### src/rtl/fpu_divider_scheduler.sv
// Two-requester scheduler in front of a shared float32 divider, with a result buffer and a watchdog.
// Optional macro FPU_DIV_FLUSH_EN adds flush_i and a DRAIN state that discards an in-flight result.
module fpu_divider_scheduler #(
    parameter int TAG_W   = 3,
    parameter int MAX_LAT = 63
) (
    input  logic               clk_i,
    input  logic               rst_i,
    input  logic [1:0]         req_valid_i,
    output logic [1:0]         req_ready_o,
    input  logic [63:0]        req_dividend_i,
    input  logic [63:0]        req_divisor_i,
    input  logic [2*TAG_W-1:0] req_tag_i,
    output logic               div_valid_o,
    output logic [31:0]        div_dividend_o,
    output logic [31:0]        div_divisor_o,
    input  logic               div_valid_i,
    input  logic [31:0]        div_result_i,
    input  logic [5:0]         div_flags_i,
    output logic               res_valid_o,
    input  logic               res_ready_i,
    output logic               res_owner_o,
    output logic [TAG_W-1:0]   res_tag_o,
    output logic [31:0]        res_result_o,
    output logic [5:0]         res_flags_o,
    output logic               timeout_o,
    output logic               busy_o
`ifdef FPU_DIV_FLUSH_EN
    ,
    input  logic               flush_i
`endif
);

    localparam int WD_W = $clog2(MAX_LAT + 1);
    localparam logic [WD_W-1:0] WD_LAST = WD_W'(MAX_LAT - 1);

`ifdef FPU_DIV_FLUSH_EN
    typedef enum logic [2:0] {
        S_IDLE  = 3'd0,
        S_ISSUE = 3'd1,
        S_WAIT  = 3'd2,
        S_HOLD  = 3'd3,
        S_DRAIN = 3'd4
    } state_t;
`else
    typedef enum logic [2:0] {
        S_IDLE  = 3'd0,
        S_ISSUE = 3'd1,
        S_WAIT  = 3'd2,
        S_HOLD  = 3'd3
    } state_t;
`endif

    state_t            state_q, state_d;
    logic              ptr_q, ptr_d;
    logic              owner_q, owner_d;
    logic [TAG_W-1:0]  tag_q, tag_d;
    logic [31:0]       dvd_q, dvd_d;
    logic [31:0]       dvs_q, dvs_d;
    logic [31:0]       res_q, res_d;
    logic [5:0]        flags_q, flags_d;
    logic [WD_W-1:0]   wd_q, wd_d;
    logic              timeout_q, timeout_d;
    logic [1:0]        grant_s;
    logic              sel_s;
    logic              flush_s;

`ifdef FPU_DIV_FLUSH_EN
    assign flush_s = flush_i;
`else
    assign flush_s = 1'b0;
`endif

    // State, operand latch, result buffer and watchdog registers.
    always_ff @(posedge clk_i or posedge rst_i) begin
        if (rst_i) begin
            state_q   <= S_IDLE;
            ptr_q     <= 1'b0;
            owner_q   <= 1'b0;
            tag_q     <= '0;
            dvd_q     <= 32'd0;
            dvs_q     <= 32'd0;
            res_q     <= 32'd0;
            flags_q   <= 6'd0;
            wd_q      <= '0;
            timeout_q <= 1'b0;
        end else begin
            state_q   <= state_d;
            ptr_q     <= ptr_d;
            owner_q   <= owner_d;
            tag_q     <= tag_d;
            dvd_q     <= dvd_d;
            dvs_q     <= dvs_d;
            res_q     <= res_d;
            flags_q   <= flags_d;
            wd_q      <= wd_d;
            timeout_q <= timeout_d;
        end
    end

    // Next-state logic: grant arbitration, issue, wait with watchdog, hold until consumed.
    always_comb begin
        state_d   = state_q;
        ptr_d     = ptr_q;
        owner_d   = owner_q;
        tag_d     = tag_q;
        dvd_d     = dvd_q;
        dvs_d     = dvs_q;
        res_d     = res_q;
        flags_d   = flags_q;
        wd_d      = wd_q;
        timeout_d = 1'b0;
        grant_s   = 2'b00;
        sel_s     = (req_valid_i == 2'b11) ? ptr_q : req_valid_i[1];
        case (state_q)
            S_IDLE: begin
                if (!flush_s && (req_valid_i != 2'b00)) begin
                    grant_s = sel_s ? 2'b10 : 2'b01;
                    owner_d = sel_s;
                    ptr_d   = ~sel_s;
                    tag_d   = sel_s ? req_tag_i[2*TAG_W-1:TAG_W] : req_tag_i[TAG_W-1:0];
                    dvd_d   = sel_s ? req_dividend_i[63:32] : req_dividend_i[31:0];
                    dvs_d   = sel_s ? req_divisor_i[63:32] : req_divisor_i[31:0];
                    state_d = S_ISSUE;
                end else begin
                    state_d = S_IDLE;
                end
            end
            S_ISSUE: begin
                wd_d    = '0;
                state_d = flush_s ? S_IDLE : S_WAIT;
`ifdef FPU_DIV_FLUSH_EN
                if (flush_s) begin
                    state_d = S_DRAIN;
                end else begin
                    state_d = S_WAIT;
                end
`endif
            end
            S_WAIT: begin
`ifdef FPU_DIV_FLUSH_EN
                if (flush_s) begin
                    state_d = div_valid_i ? S_IDLE : S_DRAIN;
                end else
`endif
                // A result arriving on the expiry cycle beats the watchdog.
                if (div_valid_i) begin
                    res_d   = div_result_i;
                    flags_d = div_flags_i;
                    state_d = S_HOLD;
                end else if (wd_q == WD_LAST) begin
                    timeout_d = 1'b1;
                    state_d   = S_IDLE;
                end else begin
                    wd_d = wd_q + WD_W'(1);
                end
            end
            S_HOLD: begin
                if (res_ready_i || flush_s) begin
                    state_d = S_IDLE;
                end else begin
                    state_d = S_HOLD;
                end
            end
`ifdef FPU_DIV_FLUSH_EN
            S_DRAIN: begin
                if (div_valid_i) begin
                    state_d = S_IDLE;
                end else if (wd_q == WD_LAST) begin
                    timeout_d = 1'b1;
                    state_d   = S_IDLE;
                end else begin
                    wd_d = wd_q + WD_W'(1);
                end
            end
`endif
            default: begin
                state_d = S_IDLE;
            end
        endcase
    end

    // The grant is combinational on the request; it is masked while reset is held.
    assign req_ready_o    = rst_i ? 2'b00 : grant_s;
    assign div_valid_o    = (state_q == S_ISSUE);
    assign div_dividend_o = dvd_q;
    assign div_divisor_o  = dvs_q;
    assign res_valid_o    = (state_q == S_HOLD);
    assign res_owner_o    = owner_q;
    assign res_tag_o      = tag_q;
    assign res_result_o   = res_q;
    assign res_flags_o    = flags_q;
    assign timeout_o      = timeout_q;
    assign busy_o         = (state_q != S_IDLE);

endmodule
### config.mk
export PLATFORM = sky130hd
export DESIGN_NAME = fpu_divider_scheduler
export DESIGN_NICKNAME = d
export VERILOG_FILES = /design/src/rtl/fpu_divider_scheduler.sv
export SDC_FILE = /design/constraint.sdc
export NUM_CORES = 1
export LEC_CHECK = 0
export BUFFER_PORTS_ARGS = -buffer_cell sky130_fd_sc_hd__buf_4
export CORE_AREA = 2 2 111 113
export DETAILED_ROUTE_END_ITERATION = 8
export DIE_AREA = 0 0 113 115
export PLACE_DENSITY = 0.8
export SKIP_CTS_REPAIR_TIMING = 1
export SYNTH_ARGS = -nofsm -noshare
export SYNTH_HDL_FRONTEND = slang
export SYNTH_SLANG_ARGS = --single-unit
### constraint.sdc
create_clock -name clk_i -period 5.2 [get_ports clk_i]
set_input_delay 0.26 -clock clk_i [delete_from_list [all_inputs] [get_ports clk_i]]
set_output_delay 0.26 -clock clk_i [all_outputs]
set_load 0.005 [all_outputs]
==> flow_metrics.env, run 1 <==
export IMPL_status="complete, but fails checks"
export IMPL_violations="design-rule violations"
export IMPL_rsz0062_at_grt="false"
export IMPL_track_usage_pct=22.2
export IMPL_clk_pin_slew_ns=0.05
export IMPL_die_h_um=115
export IMPL_place_inst=856
export IMPL_syn_inst=444
export IMPL_rows=40
export IMPL_cp_required_ns=4.94
export IMPL_grt_pass1_wl_um=22600
export IMPL_cp_arrival_ns=2.35
export IMPL_cp_end_kind="output port"
export IMPL_ys_seq_elements=116
export IMPL_die_area_sq_um=13000
export IMPL_cts_buffer_depth=2
export IMPL_start_util_pct=44.2
export IMPL_nNetsFinal=913
export IMPL_power_switching_mw=1.41
export IMPL_leakage_nw=4.25
export IMPL_first_iter_violations=201
export IMPL_cp_slowest_cell="o21ai_4"
export IMPL_final_common_cell="buf_4"
export IMPL_grt_pass1_vias=4541
export IMPL_cts_tree="done"
export IMPL_synth_edf_count=0
export IMPL_ios=290
export IMPL_dp_hpwl_um=10800
export IMPL_worst_slack_ns=2.59
export IMPL_fin_cells=889
export IMPL_r2r_slack_ns=3.00
export IMPL_pwr_share_comb_pct=37.8
export IMPL_hp_class="in2reg"
export IMPL_setup_viol=0
export IMPL_port_buffers=289
export IMPL_synth_cell_type_count=35
export IMPL_cts_sinks=116
export IMPL_numCtsBuffers=17
export IMPL_gp_congestion=0.800
export IMPL_grt_antenna_before_repair=0
export IMPL_avgSynthCellArea_sq_um=11.8
export IMPL_hold_viol=0
export IMPL_ant_nets=0
export IMPL_criticalPathCategory="reg2out"
export IMPL_drt_pass1_iter_count=6
export IMPL_layout_drive_gt1_share_pct=49.9
export IMPL_p_per_area_nw_per_um2=570
export IMPL_cap_viol_max_count=0
export IMPL_syn_nets=628
export IMPL_vias=4432
export IMPL_period_minus_slack_ns=2.61
export IMPL_worstPathCellList="o21ai_4, buf_12, nor3b_1, buf_4"
export IMPL_antenna_cells=0
export IMPL_mostFrequentLayoutCells="buf_4 (292), dfrtp_1 (116), nand2_1 (74), mux2i_1 (69), o21ai_0 (61)"
export IMPL_final_max_slew_viol_count=0
export IMPL_finClkSkew_ns=0.00721
export IMPL_maxSlewHeadroom_pct=24.6
export IMPL_fin_crit_sh_pct=50.3
export IMPL_clk_latency_ns=0.40
export IMPL_power_frac_clock_pct=28.1
export IMPL_synth_area_sq_um=5220
export IMPL_wire_per_inst_um=16.4
export IMPL_power_frac_seq_pct=34.1
export IMPL_htree_num_levels=4
export IMPL_p_int_mw=3.21
export IMPL_grt_start_max_net_pins=139
export IMPL_coreArea_sq_um=11800
export IMPL_ys_flop_type="dfrtp_1"
export IMPL_fin_util_pct=68.7
export IMPL_p_total_mw=4.62
export IMPL_async_flop_share_pct=100
export IMPL_seq_area_frac_synth_pct=55.6
export IMPL_synth_warnings=0
export IMPL_die_w_um=113
export IMPL_drc=20
export IMPL_tns_ns=0
export IMPL_worst_slew_pin_slew_ns=1.13
export IMPL_cp_max_fo=53
export IMPL_overflow=0
export IMPL_startpoint_type="register"
export IMPL_finalWirelength_um=14500
export IMPL_root_buffer="clkbuf_16"
export IMPL_avgViaCountPerCell=4.99
export IMPL_critPathMaxStageDelay_ns=0.71
export IMPL_dp_slack_ns=2.94
export IMPL_max_freq_mhz=383
export IMPL_swShare_pct=30.5
export IMPL_peakVddDrop_v=0.000315
export IMPL_synthToLayoutAreaGrowth_pct=55.3
metrics by stage:
stage                     hold slack [ns]  instance area, sq um
after CTS                         -0.0384                  8100
after floorplan                     0.331                  5220
after global placement              0.378                  7430
final                              0.0902                  8110
after global routing               0.0746                  8110
after detailed placement            0.377                  7430
kinds of logic (layout without fill, tap and decap cells):
group | after synthesis | in the layout | synth area share, %
buffers and inverters | 36 | 334 | 4.50
adder cells (fa/ha/maj) | 6 | 6 | 1.44
multiplexers | 109 | 109 | 21.9
flip-flops | 116 | 116 | 55.6
AO/OA/AOI/OAI | 82 | 82 | 8.81
AND/OR/NAND/NOR | 95 | 95 | 7.76
Yosys cell counts (2+ instances only):
master    instances  area [sq um]
a41oi_1           2          17.5
buf_2             8          40.0
buf_4             2          15.0
buf_6             2          22.5
buf_8             6          90.1
clkbuf_1         10          37.5
dfrtp_1         116          2900
ha_1              6          75.1
inv_1             8          30.0
mux2_2           39           439
mux2i_1          69           691
nand2_1          74           278
nand3_1           3          15.0
nor2_1            3          11.3
nor2b_1           4          25.0
nor3_1            3          15.0
o21ai_0          61           305
o21ai_1          10          50.1
o21ai_2           2          17.5
state kept, by name, indices dropped and copies added, names as in the netlist:
register	cells
div_dividend_o	32
div_divisor_o	32
ptr_q	1
res_flags_o	6
res_owner_o	1
res_result_o	32
res_tag_o	3
state_q	2
timeout_o	1
wd_q	6
layer usage:
metal / GRT usage (%) / up-vias / part of all wire (%)
li1: - / 2126 / -
met4: 7.15 / 0 / 1.4
met1: 24.1 / 2079 / 35
met5: 0 / - / 0
met3: 8.65 / 17 / 10
met2: 40.2 / 210 / 53
power groups by stage:
stage	logic (mW)	clock network, mW	registers (mW)
2_1_floorplan	0.792	0	1.59
3_3_place_gp	1.70	0	1.56
3_5_place_dp	1.76	0	1.59
4_1_cts	1.78	1.33	1.58
5_1_grt	1.92	1.38	1.63
6_report	1.75	1.30	1.58
worst max-delay path: cells and delay by family (launching register included):
kind | cells | cell delay (ns)
compound gates | 1 | 0.71
buf+inv | 2 | 0.54
flops | 1 | 0.41
simple gates | 1 | 0.24
worst paths after layout:
| kind | from | endpoint | cells past startpoint |
|---|---|---|---|
| worst max-delay path | ptr_q$_DFFE_PP0P_ | req_ready_o[0] | 4 |
| worst min-delay path | div_result_i[15] | res_result_o[15]$_DFFE_PP0P_ | 2 |
| worst max register to register | state_q[0]$_DFFE_PP0P_ | state_q[0]$_DFFE_PP0P_ | 6 |
| worst min register to register | div_dividend_o[19]$_DFFE_PP0P_ | div_dividend_o[19]$_DFFE_PP0P_ | 2 |
| max in group asynchronous | rst_i | div_divisor_o[3]$_DFFE_PP0P_ | 4 |
| min in group asynchronous | rst_i | div_divisor_o[1]$_DFFE_PP0P_ | 3 |
cell type report:
cell class | instances | area (sq um)
fill | 875 | 3700
clock buffer | 24 | 502
tap | 147 | 184
inverter | 8 | 32.5
timing repair buffer | 294 | 2220
sequential | 116 | 2900
multi-input combinational | 292 | 2100
clock inverter | 8 | 169
(Power assumes the default switching activity.)
==> run 2: changes to the inputs <==
- ABC_AREA: default -> 1
- CORE_AREA: 2 2 111 113 -> default
- CORE_MARGIN: default -> 1
- CORE_UTILIZATION: default -> 40
- DIE_AREA: 0 0 113 115 -> default
- PLACE_DENSITY: 0.8 -> 0.77
- clock period: 5.2 -> 2.2 ns (I/O delays scaled with it)
==> flow_metrics.env, run 2 <==
export IMPL_nNetsFinal=1214
export IMPL_clk_pin_slew_ns=0.05
export IMPL_peakVddDrop_v=0.000649
export IMPL_ys_seq_elements=116
export IMPL_synthTopCellsByArea="dfrtp_1 (57%), nand2_1 (15%), a21oi_1 (13%)"
export IMPL_netlist_top_cells_count="nand2_1 (209), a21oi_1 (134), dfrtp_1 (116), nor2_1 (79), clkbuf_1 (20)"
export IMPL_start_util_pct=41.7
export IMPL_synth_adder_area_share_pct=1.47
export IMPL_criticalPathCategory="reg2out"
export IMPL_synthXorXnorAreaFrac_pct=0
export IMPL_synthMuxAreaShare_pct=0
export IMPL_port_buffers=289
export IMPL_startpoint_type="register"
export IMPL_r2r_slack_ns=0.18
export IMPL_synth_warnings=0
export IMPL_die_area_sq_um=13200
export IMPL_fin_crit_sh_pct=93.1
export IMPL_hold_depth=3
export IMPL_critPathMaxStageDelay_ns=0.41
export IMPL_p_total_mw=11.5
export IMPL_r2r_end="div_divisor_o[4]$_DFFE_PP0P_"
export IMPL_yosys_area_top_type="dfrtp_1"
export IMPL_synth_top_family_by_area="simple AND/OR/NAND/NOR gates"
export IMPL_maxSlewHeadroom_pct=65.3
export IMPL_cap_viol_max_count=0
export IMPL_max_freq_mhz=488
export IMPL_cpMostUsedCell="buf_4"
export IMPL_yosysMostFrequentCell="nand2_1"
export IMPL_fin_util_pct=76.3
export IMPL_worstPathCellList="inv_1, ha_1, o21ai_4, inv_2, buf_4, nand2_1, nor2_1, buf_4"
export IMPL_root_buffer="clkbuf_16"
export IMPL_holdWs_ns=-0.0169
export IMPL_leakage_nw=4.64
export IMPL_power_frac_seq_pct=32.9
export IMPL_setup_viol=0
export IMPL_final_common_cell="buf_4"
export IMPL_vias=6011
export IMPL_final_max_slew_viol_count=0
export IMPL_syn_nets=804
export IMPL_die_w_um=115
export IMPL_cp_required_ns=2.09
export IMPL_cp_end_kind="output port"
export IMPL_fin_cells=1212
export IMPL_mostFrequentLayoutCells="buf_4 (300), nand2_1 (209), a21oi_1 (134), dlygate4sd3_1 (125), dfrtp_1 (116)"
export IMPL_pwr_share_comb_pct=42.2
export IMPL_hp_class="in2reg"
export IMPL_hold_start="req_dividend_i[22]"
export IMPL_grt_pass1_vias=5258
export IMPL_synth_edf_count=0
export IMPL_wire_per_inst_um=16.1
export IMPL_p_int_mw=7.46
export IMPL_grt_start_max_net_pins=71
export IMPL_synth_cell_type_count=19
export IMPL_drt_pass1_iter_count=5
export IMPL_track_usage_pct=25.3
export IMPL_die_h_um=115
export IMPL_coreArea_sq_um=12200
export IMPL_power_switching_mw=4.01
export IMPL_first_iter_violations=391
export IMPL_finalWirelength_um=19500
export IMPL_cp_slowest_cell="dfrtp_1"
export IMPL_cp_arrival_ns=1.94
export IMPL_cts_tree="done"
export IMPL_clk_latency_ns=0.41
export IMPL_ys_flop_type="dfrtp_1"
export IMPL_avgViaCountPerCell=4.96
export IMPL_cp_max_fo=26
export IMPL_drc=0
export IMPL_hold_viol=12
export IMPL_overflow=0
export IMPL_tns_ns=0
export IMPL_async_flop_share_pct=100
export IMPL_worstRegToRegCells=8
export IMPL_hold_end="div_dividend_o[22]$_DFFE_PP0P_"
export IMPL_r2r_start="state_q[0]$_DFFE_PP0P_"
export IMPL_numCtsBuffers=17
export IMPL_dp_hpwl_um=11400
export IMPL_rsz0062_at_grt="false"
export IMPL_violations="negative hold slack"
export IMPL_synth_area_sq_um=5090
export IMPL_ios=290
export IMPL_worst_slew_pin_slew_ns=0.521
export IMPL_status="complete, but fails checks"
export IMPL_finClkSkew_ns=0.0113
export IMPL_htree_num_levels=4
export IMPL_period_minus_slack_ns=2.05
export IMPL_ant_nets=0
export IMPL_gp_congestion=0.801
export IMPL_synthToLayoutAreaGrowth_pct=82.9
export IMPL_synthSimpleGateAreaFrac_pct=22.3
export IMPL_power_frac_clock_pct=24.9
export IMPL_cts_buffer_depth=2
export IMPL_swShare_pct=35.0
export IMPL_grt_pass1_wl_um=25400
export IMPL_cts_sinks=116
export IMPL_place_inst=1054
export IMPL_avgSynthCellArea_sq_um=8.21
export IMPL_synth_top_area_share_pct=57.0
export IMPL_syn_inst=620
export IMPL_rows=40
export IMPL_p_per_area_nw_per_um2=1230
export IMPL_grt_antenna_before_repair=1
export IMPL_seq_area_frac_synth_pct=57.0
export IMPL_synth_compound_area_share_pct=14.4
export IMPL_layout_drive_gt1_share_pct=32.5
## run 2: cell types whose count changed in the layout (fill, tap and decap cells not counted), moves of 9 or more
cell / change
o21ai_1: -9
mux2_2: -39
nand2_1: +135
mux2i_1: -69
dlygate4sd3_1: +124
o21ai_0: -51
nor2_1: +76
a21oi_1: +133
## run 2: through the flow
| step | cell area [sq um] | worst slack [ns] |
|---|---|---|
| 2_1_floorplan | 5100 | 0.677 |
| 3_3_place_gp | 7440 | 0.590 |
| 3_5_place_dp | 7440 | 0.534 |
| 4_1_cts | 8060 | 0.134 |
| 5_1_grt | 9310 | 0.00647 |
| 6_report | 9310 | 0.153 |
## run 2: logic make-up (layout without fill, tap and decap cells)
| logic type | after synthesis | in the layout |
|---|---|---|
| other cells | 0 | 1 |
| fa+ha+maj | 6 | 6 |
| simple gates | 298 | 298 |
| compound gates | 146 | 146 |
| flops | 116 | 116 |
| buf+inv | 54 | 477 |
## run 2: worst max path at each step
stage / start / to / slack [ns] / cells after the start
6_report: state_q[0]$_DFFE_PP0P_ / req_ready_o[0] / 0.15 / 8
5_1_grt: state_q[0]$_DFFE_PP0P_ / req_ready_o[0] / 0.006 / 8
4_1_cts: state_q[0]$_DFFE_PP0P_ / req_ready_o[0] / 0.13 / 8
3_5_place_dp: state_q[0]$_DFFE_PP0P_ / div_dividend_o[2]$_DFFE_PP0P_ / 0.53 / 7
3_3_place_gp: state_q[0]$_DFFE_PP0P_ / req_ready_o[0] / 0.59 / 8
2_1_floorplan: rst_i / div_dividend_o[0]$_DFFE_PP0P_ / 0.68 / 1
## run 2: layer usage
layer  global-route usage [%]  part of all wire [%]
met1                     28.8                    38
met2                     44.5                    50
met3                     7.17                   7.6
met4                     10.7                   4.2
met5                        0                     0
## run 2: power groups by stage
stage / registers [mW] / clock network (mW) / logic (mW)
after floorplan: 3.76 / 0 / 2.01
after global placement: 3.73 / 0 / 4.35
after detailed placement: 3.74 / 0 / 4.46
after CTS: 3.73 / 2.88 / 4.46
after global routing: 3.87 / 3.01 / 5.31
final: 3.77 / 2.86 / 4.84
## run 2: final cells by class
class | instances | area (sq um)
timing repair buffer | 428 | 3560
sequential | 116 | 2900
fill | 811 | 2900
multi-input combinational | 450 | 1950
clock buffer | 23 | 488
tap | 168 | 210
clock inverter | 9 | 125
inverter | 17 | 67.6
antenna | 1 | 2.50
## run 2: worst max-delay path: cells and delay by family, from the launching register on
family / cells / cell delay (ns)
AOI/OAI and AO/OA: 1 / 0.09
DFF: 1 / 0.41
buffers and inverters: 4 / 0.57
adders and majority gates: 1 / 0.25
and+or+nand+nor: 2 / 0.22
